==> config.mk <==
export PLATFORM = sky130hd
export DESIGN_NAME = psmac_seq_ctrl_flat
export DESIGN_NICKNAME = d
export VERILOG_FILES = /design/src/rtl/psmac_seq_ctrl_if.sv /design/src/rtl/psmac_seq_ctrl.sv /design/src/flat_wrapper.sv
export SDC_FILE = /design/constraint.sdc
export NUM_CORES = 1
export LEC_CHECK = 0
export CORE_ASPECT_RATIO = 2
export CORE_MARGIN = 2
export CORE_UTILIZATION = 48
export DETAILED_ROUTE_END_ITERATION = 8
export HOLD_SLACK_MARGIN = 0.15
export PLACE_DENSITY = 0.77
export SLEW_MARGIN = 30
export SYNTH_ARGS = -nofsm -noshare
export SYNTH_HDL_FRONTEND = slang
export SYNTH_SLANG_ARGS = --single-unit
export TNS_END_PERCENT = 10
==> constraint.sdc <==
create_clock -name clk -period 3.2 [get_ports clk]
set_input_delay 0.64 -clock clk [delete_from_list [all_inputs] [get_ports clk]]
set_output_delay 0.64 -clock clk [all_outputs]
set_load 0.005 [all_outputs]
==> src/rtl/psmac_seq_ctrl_if.sv <==
// Operand/slice/result bundle between the operand source, the digit slice and the MAC sequencer.
interface psmac_seq_ctrl_if #(
    parameter int MAXD = 4,
    parameter int ACCW = 24
);
    logic                   start;
    logic                   clr_acc;
    logic [1:0]             prec;
    logic [2*MAXD-1:0]      a_mag;
    logic                   a_sgn;
    logic [2*MAXD-1:0]      b_mag;
    logic                   b_sgn;
    logic                   ready;
    logic                   done;
    logic [1:0]             dig_md;
    logic [1:0]             dig_mr;
    logic                   dig_sx;
    logic                   dig_sy;
    logic [4:0]             prod_i;
    logic [ACCW-1:0]        acc_o;
    logic                   ovf;

    modport master (
        output start, clr_acc, prec, a_mag, a_sgn, b_mag, b_sgn, prod_i,
        input  ready, done, dig_md, dig_mr, dig_sx, dig_sy, acc_o, ovf
    );

    modport slave (
        input  start, clr_acc, prec, a_mag, a_sgn, b_mag, b_sgn, prod_i,
        output ready, done, dig_md, dig_mr, dig_sx, dig_sy, acc_o, ovf
    );
endinterface

==> src/rtl/psmac_seq_ctrl.sv <==
// Digit-serial sequencer for the 2-bit sign-magnitude multiplier slice: walks all digit pairs
// of the latched operands and accumulates the shifted signed partial products.
module psmac_seq_ctrl #(
    parameter int MAXD = 4,
    parameter int ACCW = 24
) (
    input  logic             clk,
    input  logic             rst,
    psmac_seq_ctrl_if.slave  bus
);
    localparam int IW = (MAXD > 1) ? $clog2(MAXD) : 1;
    localparam int PW = 5 + 4 * (MAXD - 1);
    localparam int WW = ((ACCW > PW) ? ACCW : PW) + 1;

    typedef enum logic [1:0] {
        S_IDLE = 2'd0,
        S_RUN  = 2'd1,
        S_DONE = 2'd2
    } state_t;

    state_t                r_state;
    state_t                w_state_nxt;
    logic [2*MAXD-1:0]     r_a_mag;
    logic [2*MAXD-1:0]     r_b_mag;
    logic                  r_a_sgn;
    logic                  r_b_sgn;
    logic [IW-1:0]         r_i;
    logic [IW-1:0]         r_j;
    logic [IW-1:0]         r_last;
    logic [IW-1:0]         w_i_nxt;
    logic [IW-1:0]         w_j_nxt;
    logic                  w_latch;
    logic [ACCW-1:0]       r_acc;
    logic [ACCW-1:0]       w_acc_nxt;
    logic                  r_ovf;
    logic                  w_ovf_nxt;
    logic [IW+1:0]         w_shamt;
    logic signed [WW-1:0]  w_acc_wide;
    logic signed [WW-1:0]  w_part;
    logic signed [WW-1:0]  w_sum;
    logic                  w_sum_ovf;
    logic [1:0]            w_md;
    logic [1:0]            w_mr;

    function automatic logic [IW-1:0] last_index(input logic [1:0] prec);
        int n;
        n = 1;
        case (prec)
            2'b00:   n = 1;
            2'b01:   n = 2;
            default: n = 4;
        endcase
        if (n > MAXD) begin
            n = MAXD;
        end else begin
            n = n;
        end
        return IW'(n - 1);
    endfunction

    // Datapath: select current digit pair and form the shifted, sign-extended partial sum.
    always_comb begin
        w_md       = r_a_mag[{r_i, 1'b0} +: 2];
        w_mr       = r_b_mag[{r_j, 1'b0} +: 2];
        w_shamt    = {({1'b0, r_i} + {1'b0, r_j}), 1'b0};
        w_acc_wide = {{(WW-ACCW){r_acc[ACCW-1]}}, r_acc};
        w_part     = {{(WW-5){bus.prod_i[4]}}, bus.prod_i} <<< w_shamt;
        w_sum      = w_acc_wide + w_part;
        // Judged on the exact sum so a partial that itself exceeds ACCW also flags overflow.
        w_sum_ovf  = ~((&w_sum[WW-1:ACCW-1]) | ~(|w_sum[WW-1:ACCW-1]));
    end

    // Next-state, loop counters and accumulator update.
    always_comb begin
        w_state_nxt = r_state;
        w_i_nxt     = r_i;
        w_j_nxt     = r_j;
        w_acc_nxt   = r_acc;
        w_ovf_nxt   = r_ovf;
        w_latch     = 1'b0;
        case (r_state)
            S_IDLE: begin
                if (bus.clr_acc) begin
                    w_acc_nxt = {ACCW{1'b0}};
                    w_ovf_nxt = 1'b0;
                end else begin
                    w_acc_nxt = r_acc;
                end
                if (bus.start) begin
                    w_latch     = 1'b1;
                    w_i_nxt     = {IW{1'b0}};
                    w_j_nxt     = {IW{1'b0}};
                    w_state_nxt = S_RUN;
                end else begin
                    w_state_nxt = S_IDLE;
                end
            end
            S_RUN: begin
                w_acc_nxt = w_sum[ACCW-1:0];
                w_ovf_nxt = r_ovf | w_sum_ovf;
                if (r_j == r_last) begin
                    w_j_nxt = {IW{1'b0}};
                    if (r_i == r_last) begin
                        w_state_nxt = S_DONE;
                    end else begin
                        w_i_nxt = r_i + {{(IW-1){1'b0}}, 1'b1};
                    end
                end else begin
                    w_j_nxt = r_j + {{(IW-1){1'b0}}, 1'b1};
                end
            end
            S_DONE: begin
                w_state_nxt = S_IDLE;
            end
            default: begin
                w_state_nxt = S_IDLE;
            end
        endcase
    end

    // State, operand latches and accumulator registers.
    always_ff @(posedge clk) begin
        if (rst) begin
            r_state <= S_IDLE;
            r_a_mag <= {(2*MAXD){1'b0}};
            r_b_mag <= {(2*MAXD){1'b0}};
            r_a_sgn <= 1'b0;
            r_b_sgn <= 1'b0;
            r_i     <= {IW{1'b0}};
            r_j     <= {IW{1'b0}};
            r_last  <= {IW{1'b0}};
            r_acc   <= {ACCW{1'b0}};
            r_ovf   <= 1'b0;
        end else begin
            r_state <= w_state_nxt;
            r_i     <= w_i_nxt;
            r_j     <= w_j_nxt;
            r_acc   <= w_acc_nxt;
            r_ovf   <= w_ovf_nxt;
            if (w_latch) begin
                r_a_mag <= bus.a_mag;
                r_b_mag <= bus.b_mag;
                r_a_sgn <= bus.a_sgn;
                r_b_sgn <= bus.b_sgn;
                r_last  <= last_index(bus.prec);
            end
        end
    end

    // Slice drive is live only while stepping through digit pairs.
    always_comb begin
        bus.dig_md = 2'b00;
        bus.dig_mr = 2'b00;
        bus.dig_sx = 1'b0;
        bus.dig_sy = 1'b0;
        if (r_state == S_RUN) begin
            bus.dig_md = w_md;
            bus.dig_mr = w_mr;
            bus.dig_sx = r_a_sgn;
            bus.dig_sy = r_b_sgn;
        end else begin
            bus.dig_md = 2'b00;
        end
    end

    assign bus.ready = (r_state == S_IDLE);
    assign bus.done  = (r_state == S_DONE);
    assign bus.acc_o = r_acc;
    assign bus.ovf   = r_ovf;

endmodule

==> src/flat_wrapper.sv <==
// flat-port wrapper written by rule: the top's interface ports become plain ports
module psmac_seq_ctrl_flat 
#(
    parameter int MAXD = 4,
    parameter int ACCW = 24
)
  (clk, rst, bus_start, bus_clr_acc, bus_prec, bus_a_mag, bus_a_sgn, bus_b_mag, bus_b_sgn, bus_prod_i, bus_ready, bus_done, bus_dig_md, bus_dig_mr, bus_dig_sx, bus_dig_sy, bus_acc_o, bus_ovf);
  psmac_seq_ctrl_if #(.MAXD(MAXD), .ACCW(ACCW)) bus_i ();
  input  logic clk;
  input  logic rst;
  input wire logic [$bits(bus_i.start)-1:0] bus_start;
  input wire logic [$bits(bus_i.clr_acc)-1:0] bus_clr_acc;
  input wire logic [$bits(bus_i.prec)-1:0] bus_prec;
  input wire logic [$bits(bus_i.a_mag)-1:0] bus_a_mag;
  input wire logic [$bits(bus_i.a_sgn)-1:0] bus_a_sgn;
  input wire logic [$bits(bus_i.b_mag)-1:0] bus_b_mag;
  input wire logic [$bits(bus_i.b_sgn)-1:0] bus_b_sgn;
  input wire logic [$bits(bus_i.prod_i)-1:0] bus_prod_i;
  output wire logic [$bits(bus_i.ready)-1:0] bus_ready;
  output wire logic [$bits(bus_i.done)-1:0] bus_done;
  output wire logic [$bits(bus_i.dig_md)-1:0] bus_dig_md;
  output wire logic [$bits(bus_i.dig_mr)-1:0] bus_dig_mr;
  output wire logic [$bits(bus_i.dig_sx)-1:0] bus_dig_sx;
  output wire logic [$bits(bus_i.dig_sy)-1:0] bus_dig_sy;
  output wire logic [$bits(bus_i.acc_o)-1:0] bus_acc_o;
  output wire logic [$bits(bus_i.ovf)-1:0] bus_ovf;
  assign bus_i.start = bus_start;
  assign bus_i.clr_acc = bus_clr_acc;
  assign bus_i.prec = bus_prec;
  assign bus_i.a_mag = bus_a_mag;
  assign bus_i.a_sgn = bus_a_sgn;
  assign bus_i.b_mag = bus_b_mag;
  assign bus_i.b_sgn = bus_b_sgn;
  assign bus_i.prod_i = bus_prod_i;
  assign bus_ready = bus_i.ready;
  assign bus_done = bus_i.done;
  assign bus_dig_md = bus_i.dig_md;
  assign bus_dig_mr = bus_i.dig_mr;
  assign bus_dig_sx = bus_i.dig_sx;
  assign bus_dig_sy = bus_i.dig_sy;
  assign bus_acc_o = bus_i.acc_o;
  assign bus_ovf = bus_i.ovf;
  psmac_seq_ctrl #(.MAXD(MAXD), .ACCW(ACCW)) u_core (.clk(clk), .rst(rst), .bus(bus_i));
endmodule
==> results of run 1 <==
[sequential cells by signal, indices dropped and copies added, names as in the netlist]
name and flops:
u_core.r_b_mag 8, u_core.r_state 2, u_core.r_a_mag 8, u_core.bus.ovf 1, u_core.bus.acc_o 24, u_core.r_a_sgn 1, u_core.r_j 2, u_core.r_b_sgn 1
u_core.r_last 2, u_core.r_i 2
[layout make-up]
cell class              count  area [µm²]
inverters                   7       26.28
flip-flops and latches     51        1026
clock buffers               5       125.1
clock inverters             3       28.78
well taps                  90       112.6
multi-input cells         353        2522
fillers                   581        1876
repair buffers            134        1170
[final timing paths]
kind | endpoint | slack, ns
worst max-delay path | u_core.bus.ovf | -0.24
worst min-delay path | u_core.r_b_sgn | 0.45
worst max register to register | u_core.bus.ovf | -0.24
worst min register to register | u_core.r_b_sgn | 0.45
[per-layer routing]
| layer | global-route usage | wire, µm |
|---|---|---|
| met4 | 0.1671 | 517 |
| met3 | 0.03185 | 334 |
| met5 | 0 | 0 |
| met1 | 0.2714 | 3671 |
| met2 | 0.5151 | 5882 |
[critical path, delay by kind of cell, from the launching register on]
family | cells | cell delay, ns
compound gates | 7 | 1.18
xor+xnor | 1 | 0.18
fa+ha+maj | 3 | 1.02
buf+inv | 3 | 0.39
flops | 1 | 0.34
simple gates | 2 | 0.20
[kinds of logic (layout without fill, tap and decap cells)]
group / after synthesis / in the layout / synth area share
fa+ha+maj: 28 / 28 / 0.1075
simple gates: 149 / 149 / 0.1929
mux: 6 / 6 / 0.03239
compound gates: 145 / 145 / 0.2643
flops: 51 / 51 / 0.3003
buf+inv: 28 / 149 / 0.03828
xor+xnor: 25 / 25 / 0.06441
[power groups by stage]
| stage | logic (mW) | registers [mW] | clock network, mW |
|---|---|---|---|
| finish | 0.948 | 0.746 | 0.569 |
| global route | 1.04 | 0.752 | 0.599 |
| CTS | 0.882 | 0.743 | 0.580 |
| detailed placement | 0.824 | 0.755 | 0 |
| global placement | 0.808 | 0.752 | 0 |
| floorplan | 0.487 | 0.745 | 0 |
[placed cells by master (no fill, tap or decap), drive strengths merged, types with 2 or more instances in the layout]
master,count
nor2,33
a31o,2
o311ai,2
xnor2,14
nand4,4
and2,8
a22o,3
nor2b,5
o21a,4
nand3,6
o21bai,6
mux2i,2
clkbuf,5
a211oi,4
nand2b,6
a21o,14
o22ai,3
nand2,73
inv,8
o211ai,2
and3,3
o21ai,32
ha,26
mux4,4
dfxtp,51
clkinv,2
nor3,7
fa,2
a22oi,10
a21boi,3
clkdlybuf4s50,61
or3,2
a21oi,52
xor2,11
a31oi,2
buf,73
[repair_timing]
action	in CTS	in global routing
resized for setup	43	26
setup endpoints to repair	17	17
buffers inserted	5	8
pin swaps	23	22
hold buffers	0	0
==> metrics, run 1 <==
Crit Reg-Reg Startpoint=u_core.r_i[0]; routed length per instance=between 15 and 20 µm; clock skew after layout=about 0.0028 ns; # nets final=around 600; Floorplan Core Area=around 0.0069 mm²; Synth area leader=dfxtp_1; result of the run=finished with violations; predominant post-synthesis flop cell=dfxtp_1; final total power=around 2.3 mW; setup violators final=15; minimum clock period after layout=3.439 ns; Cell Area, Placed=about 0.0045 mm²; share of flip-flops with an asynchronous set or reset=0; fin worst setup slack=-0.2389 ns; CP max FO=6; clock slew at the register clock pins of the worst setup and hold paths=about 0.070 ns; initial antenna violation count=0; Routability Congestion=between 0.9 and 1; number of buffers created by CTS=5; Mean Syn Cell Area=between 7 and 8 µm²; PD cells=451.4 mW/mm²; Placed Cells=between 600 and 700; detailed-router iteration count before antenna repair=4; data required time at the worst endpoint=approximately 3.4 ns; Max Slew Vio Count=0; cell at the root of the clock tree=clkbuf_16; pre-CTS setup slack=-0.3182 ns; post-synthesis instance total=about 430; global routing usage summed across all routing layers=0.2698; switching portion of total power=0.3467; hold depth=2; Worst R2R Path Depth=16; post-route worst hold slack=0.4536 ns; Clock Sink Count=slightly above 50; Iteration-0 DRC Markers=about 210; IR Drop Worst-Case VDD=between 500 and 600 µV; FP Rows=43; floorplan die width=about 64 µm; Mapped Nets=a little under 500; count of inserted antenna diode cells=0; Initial Util=0.4936; net switching power=0.7842 mW; worst rel slew slack=0.5650; data arrival time of the critical path=around 3.6 ns; kind of end point of the critical path=flip-flop; power share of the clock group=0.251; overall die height=between 100 and 150 µm; count of input and output buffers=61; cell internal pwr=1.478 mW; number of top-level design ports=62; H-tree depth=2; count of final hold-check violations=0; count of flip-flops with a built-in enable after synthesis=0; Max Clk Rate=0.2908 GHz; top cell types by occurrence after synthesis=nand2_1 (73), a21oi_1 (51), dfxtp_1 (51); largest cells by area after synthesis=dfxtp_1 (30%), ha_1 (9.6%), nand2_1 (8.1%), a21oi_1 (7.5%), o21ai_0 (3.8%); clock latency on the worst-skew pair=approximately 0.3 ns; count of placed standard cells in the final layout, fillers left out=~640; final clock period utilization by the worst path=1.075; violated checks=negative setup slack; final core utilization=0.7277; share of the synthesized area in the top cell type=0.3003; number of nets with antenna violations after detailed routing=0; HPWL Detailed=around 7.6 mm; sequential cell fraction of total power=0.330; total number of yosys warnings=0; cell repeated most along the worst path=a21oi_2; Crit path largest cell delay=0.64 ns; unrepaired setup endpoints after global routing=yes; summed area of non-filler cells in the final layout=0.005011 mm²; Netlist Area Pre-Place=roughly 0.0034 mm²; Die Outline Area=approximately 0.008 mm²; Vias=3636; number of global-route vias before repair=between 3000 and 4000; number of design rule violations left after detail routing=0; slowest cell on the critical path=fa_2; sequential element share of the synthesized area=0.3003; Hold WC Path Type=reg2reg; clock tree from TritonCTS=built; type of the worst setup path=reg2reg; launching element type of the critical path=flip-flop; Total Routed Length=about 10 mm; area delta synth->final=47.41%; via density per instance=roughly 5.7; critical-path cell list=ha_2, inv_2, fa_2, buf_6, nand2_8, nor2_4, ha_4, a21o_1, a21oi_2, a21oi_2, o211ai_1, buf_4, o21ai_4, a41o_1, xnor2_2, o22ai_1; most frequent cell after synthesis=nand2_1; maximum clock insertion buffer count=2; Leakage=roughly 2.1 nW; ratio of cells with drive above 1 in the final layout=0.2568; pin count of the biggest net entering global routing=38; Least-Margin Pin Slew=~0.65 ns; max-cap violations=0; Setup crit start=u_core.r_i[0]; worst min-delay path startpoint=u_core.r_b_sgn; Sum Neg Setup Slack=-2.075 ns; count of unique library cells instantiated by Yosys=49; Combinational Power Share=0.419; first-pass GRT wire length=between 15 and 20 mm; synthesized flop and latch total=51; total overflow reported by the global router=0
Power figures use the tool's default switching activity.
==> inputs of run 2 (changes only) <==
--- a/config.mk
+++ b/config.mk
@@ -5,6 +5,7 @@
 export SDC_FILE = /design/constraint.sdc
 export NUM_CORES = 1
 export LEC_CHECK = 0
+export CAP_MARGIN = 20
 export CORE_ASPECT_RATIO = 2
 export CORE_MARGIN = 2
 export CORE_UTILIZATION = 48
==> constraint.sdc (replaced) <==
create_clock -name clk -period 3.2 [get_ports clk]
set_input_delay 0.32 -clock clk [delete_from_list [all_inputs] [get_ports clk]]
set_output_delay 0.32 -clock clk [all_outputs]
set_load 0.005 [all_outputs]
==> run 2 against run 1 <==
The flow still finishes with violations (negative setup slack). Flip-flop and latch count unchanged. First-iteration DRC count is 26% lower. Clock power is 1% lower. Routed wire length decreased by 3.3%. Sequential power about the same. Combinational power down 4.1%. Register-to-register slack gained 0.04 ns. Global-route usage decreased by 0.82 points. Core utilization decreased by 1.9 points. Non-clock buffer count is 9 lower. Clock-buffer cell count did not move. Highest routed layer unchanged.
==> metrics, run 2 (same netlist as run 1, synthesis figures left out) <==
FP Rows=43 (unchanged); global routing usage summed across all routing layers=0.2616 (was 0.2698); final core utilization=0.7088 (was 0.7277); CP max FO=7 (was 6); Iteration-0 DRC Markers=153 (was 207); Leakage=2.077 nW (was 2.122 nW); clock slew at the register clock pins of the worst setup and hold paths=0.08 ns (was 0.07 ns); clock latency on the worst-skew pair=0.30 ns (about the same); Sum Neg Setup Slack=-1.877 ns (was -2.075 ns); unrepaired setup endpoints after global routing=yes (unchanged); count of input and output buffers=61 (unchanged); data arrival time of the critical path=3.59 ns (was 3.61 ns); Floorplan Core Area=0.006887 mm² (unchanged); overall die height=123.0 µm (unchanged); number of global-route vias before repair=3629 (was 3722); number of design rule violations left after detail routing=0 (unchanged); Crit path largest cell delay=0.68 ns (was 0.64 ns); launching element type of the critical path=flip-flop (unchanged); Max Slew Vio Count=0 (unchanged); pre-CTS setup slack=-0.2713 ns (was -0.3182 ns); pin count of the biggest net entering global routing=38 (unchanged); type of the worst setup path=reg2reg (unchanged); number of buffers created by CTS=5 (unchanged); Total Routed Length=10.06 mm (was 10.41 mm); floorplan die width=63.51 µm (unchanged); slowest cell on the critical path=fa_2 (unchanged); Die Outline Area=0.007812 mm² (unchanged); count of final hold-check violations=0 (unchanged); PD cells=453.9 mW/mm² (was 451.4 mW/mm²); total overflow reported by the global router=0 (unchanged); violated checks=negative setup slack (unchanged); ratio of cells with drive above 1 in the final layout=0.2224 (was 0.2568); Initial Util=0.4936 (unchanged); number of nets with antenna violations after detailed routing=0 (unchanged); IR Drop Worst-Case VDD=496.4 µV (was 519.9 µV); worst rel slew slack=0.5443 (was 0.5650); Max Clk Rate=0.2946 GHz (was 0.2908 GHz); Filler Cells Inserted=586 (was 581); most frequent cells in the layout=nand2_1 (72), clkdlybuf4s50_1 (61), buf_4 (61) (was nand2_1 (71), buf_4 (70), clkdlybuf4s50_1 (61)); post-route worst hold slack=0.4524 ns (was 0.4536 ns); Largest register FFs=24 (unchanged); via density per instance=5.700 (was 5.655); clock skew after layout=0.007251 ns (was 0.002788 ns); final clock period utilization by the worst path=1.061 (was 1.075); Clock Sink Count=51 (unchanged); H-tree depth=2 (unchanged); critical-path cell list=ha_4, inv_2, fa_2, buf_6, nand2_8, nor2_4, ha_4, buf_4, buf_4, o21ai_1, o21bai_2, a21oi_2, o21ai_4, or3_4, a32o_1 (was ha_2, inv_2, fa_2, buf_6, nand2_8, nor2_4, ha_4, a21o_1, a21oi_2, a21oi_2, o211ai_1, buf_4, o21ai_4, a41o_1, xnor2_2, o22ai_1); hold buffer count at cts=0 (unchanged); Routability Congestion=0.9791 (was 0.9073); Vias=3614 (was 3636); data required time at the worst endpoint=3.40 ns (was 3.37 ns); cell at the root of the clock tree=clkbuf_16 (unchanged); fin worst setup slack=-0.1949 ns (was -0.2389 ns); count of inserted antenna diode cells=0 (unchanged); # nets final=600 (was 609); HPWL Detailed=7.369 mm (was 7.563 mm); routed length per instance=15.86 µm (was 16.18 µm); most frequent standard cell in the layout excluding fill and tap cells=nand2_1 (unchanged); first-pass GRT wire length=16.25 mm (was 16.60 mm); kind of end point of the critical path=flip-flop (unchanged); Least-Margin Pin Slew=0.6819 ns (was 0.6508 ns); setup violators final=14 (was 15); initial antenna violation count=0 (unchanged); result of the run=finished with violations (unchanged); maximum clock insertion buffer count=2 (unchanged); area delta synth->final=43.58% (was 47.41%); number of top-level design ports=62 (unchanged); detailed-router iteration count before antenna repair=4 (unchanged); clock tree from TritonCTS=built (unchanged); max-cap violations=0 (unchanged); Hold WC Path Type=reg2reg (unchanged); minimum clock period after layout=3.395 ns (was 3.439 ns)
## run 2: area by class of cell
type	instances	area, µm²	area share
Timing Repair Buffer	125	1102	0.2258
Tap cell	90	112.6	0.02307
Clock buffer	5	125.1	0.02563
Clock inverter	3	27.53	0.005640
Multi-Input combinational cell	353	2461	0.5042
Inverter	7	26.28	0.005383
Sequential cell	51	1026	0.2102
## run 2: power breakdown
part / internal, mW / switching [mW] / total, mW
combinational: 0.463 / 0.446 / 0.909
sequential: 0.694 / 0.0506 / 0.744
clock: 0.297 / 0.265 / 0.562
total: 1.45 / 0.761 / 2.22
## run 2: per-layer routing
metal / vias to the layer above / routed length [µm] / GRT usage
met2: 102 / 5713 / 0.5099
met5: - / 0 / 0
met1: 1724 / 3619 / 0.2560
met3: 32 / 306 / 0.04004
met4: 0 / 419 / 0.1440
li1: 1756 / - / -
## run 2: path summary, 6_finish.rpt
kind	slack (ns)	startpoint	to	depth (start not counted)
max	-0.19	u_core.r_j[0]	u_core.bus.acc_o[16]	15
max reg2reg	-0.19	u_core.r_j[0]	u_core.bus.acc_o[16]	15
min reg2reg	0.45	u_core.r_b_mag[5]	u_core.r_b_mag[5]	2
min	0.45	u_core.r_b_mag[5]	u_core.r_b_mag[5]	2
## run 2: critical path, delay by kind of cell (launching register included)
kind | cells | cell delay, ns
buffers and inverters | 4 | 0.47
flip-flops | 1 | 0.36
AO/OA/AOI/OAI | 5 | 0.92
AND/OR/NAND/NOR | 3 | 0.50
adder cells (fa/ha/maj) | 3 | 1.03
## run 2: per-stage QoR
stage	instance area, µm²	instances	power (mW)
floorplan	3433	432	1.232
global placement	4471	619	1.545
detailed placement	4471	619	1.562
CTS	4766	632	2.167
global route	4881	634	2.339
finish	4881	634	2.215
## run 2: timing repair
| action | CTS | global route |
|---|---|---|
| endpoints found under the setup margin | 15 | 16 |
| buffers inserted | 5 | 2 |
| gates resized for setup | 31 | 19 |
| pin swaps | 23 | 16 |
==> RTL edit (config.mk and constraints of run 1) <==
`MAXD` is set to 4 in 3 places; all go to 2.
--- a/src/rtl/psmac_seq_ctrl_if.sv
+++ b/src/rtl/psmac_seq_ctrl_if.sv
@@ -2,3 +2,3 @@
 interface psmac_seq_ctrl_if #(
-    parameter int MAXD = 4,
+    parameter int MAXD = 2,
     parameter int ACCW = 24
--- a/src/rtl/psmac_seq_ctrl.sv
+++ b/src/rtl/psmac_seq_ctrl.sv
@@ -3,3 +3,3 @@
 module psmac_seq_ctrl #(
-    parameter int MAXD = 4,
+    parameter int MAXD = 2,
     parameter int ACCW = 24
--- a/src/flat_wrapper.sv
+++ b/src/flat_wrapper.sv
@@ -3,3 +3,3 @@
 #(
-    parameter int MAXD = 4,
+    parameter int MAXD = 2,
     parameter int ACCW = 24
Ports: changed (resized bus_a_mag and bus_b_mag); port bits go from 62 to 54. The function was not compared with the original's and may differ.
==> RTL edit against run 1 <==
Die area decreased by 14%; highest routed layer unchanged; area after synthesis shrank 14%; total power is 22% lower; sequential cell count decreased by 11; clock skew increased by 3.2 ps; routed wire length down 20%; fmax increased by 13%; core utilization is 5.0 points lower; cell area decreased by 19%; setup slack gained 400 ps; sequential power is 24% lower.
==> RTL edit: results (changes against run 1) <==
Status
  • Result of the run: complete, no violations

Route
  • Met2 Wirelength: 4784 um (-19%)
  • Met1 Wirelength: 2956 um (-19%)
  • Average wire per standard cell: 16.03 um (-0.93%)
  • Amount of wire on met3 after detailed routing: 218 um (-35%)
  • Wirelength, routed: 8272 um (-20%)
  • Vias per cell: 5.742 (+1.5%)
  • Number of DRC markers in iteration 0: 108 (-48%)

Worst setup path
  • Data arrival time at the worst-slack endpoint: 3230 ps (-380 ps)
  • Launch point of the worst reg-to-reg path: u_core.r_i
  • Beginning of the critical path: bus_prod_i[0]
  • Slowest cell on the critical path: sky130_fd_sc_hd__clkdlybuf4s50_1
  • Minimum setup slack among reg-to-reg paths: 260 ps (+500 ps)

Final layout
  • Non-clk bufs: 99 (-26%)
  • Inverters excl. clock: 4 (-3)
  • Post-route standard cell area excluding fillers: 4035 sq um (-19%)
  • Share of post-route cells with drive strength above 1: 0.1832 (-0.07356)
  • Fraction of area in registers: 0.1984 (-0.006293)
  • Final #Nets: 501 (-18%)
  • Signal buffers share of area: 0.2177 (-0.01578)

Power and ir drop
  • Sequential logic power: 0.000570 W (-24%)
  • Clock share of power: 0.337 (+0.086)

Place
  • Dpl cell area: 3800 sq um (-15%)
  • HPWL reported at the end of detailed placement: 6410 um (-15%)
  • Pre-CTS WS: -288.2 ps (+30.03 ps)
  • Port Buf Inserts: 53 (-13%)
  • Global placer's final weighted congestion: 0.9656 (+6.4%)

Synthesis
  • Sequential element share of the synthesized area: 0.2753 (-0.02506)

Global route
  • Met2 usage: 0.5052 (-0.009946)
  • Grt met1 use: 0.2354 (-0.03604)

Timing
  • Post-route worst hold slack: 455.1 ps (+1.562 ps)
==> RTL edit: changes by cell type after synthesis, sizes merged, moves of 4 or more <==
cell,change
mux2i,+4
dfxtp,-11
nand2,-23
o21ai,-5
nand3b,+4
mux4,-4
and2,-4
xnor2,-4
a21oi,-14
==> RTL edit: logic make-up after synthesis <==
logic type / after synthesis / synth area share
simple gates: 127 / 0.2064
compound gates: 121 / 0.2890
flops: 40 / 0.2753
fa+ha+maj: 28 / 0.1230
xor+xnor: 20 / 0.06021
buf+inv: 19 / 0.02538
mux: 6 / 0.02065
==> RTL edit: worst max-delay path: cells and delay by family <==
kind	cells	cell delay [ps]
AO/OA/AOI/OAI	5	890
adder cells (fa/ha/maj)	2	580
buffers and inverters	2	570
AND/OR/NAND/NOR	3	530
==> RTL edit: what timing repair did <==
item	in CTS	in global routing
buffers inserted	0	1
endpoints found under the setup margin	1	9
hold buffers	0	0
pin swaps	0	5
resized for setup	1	14
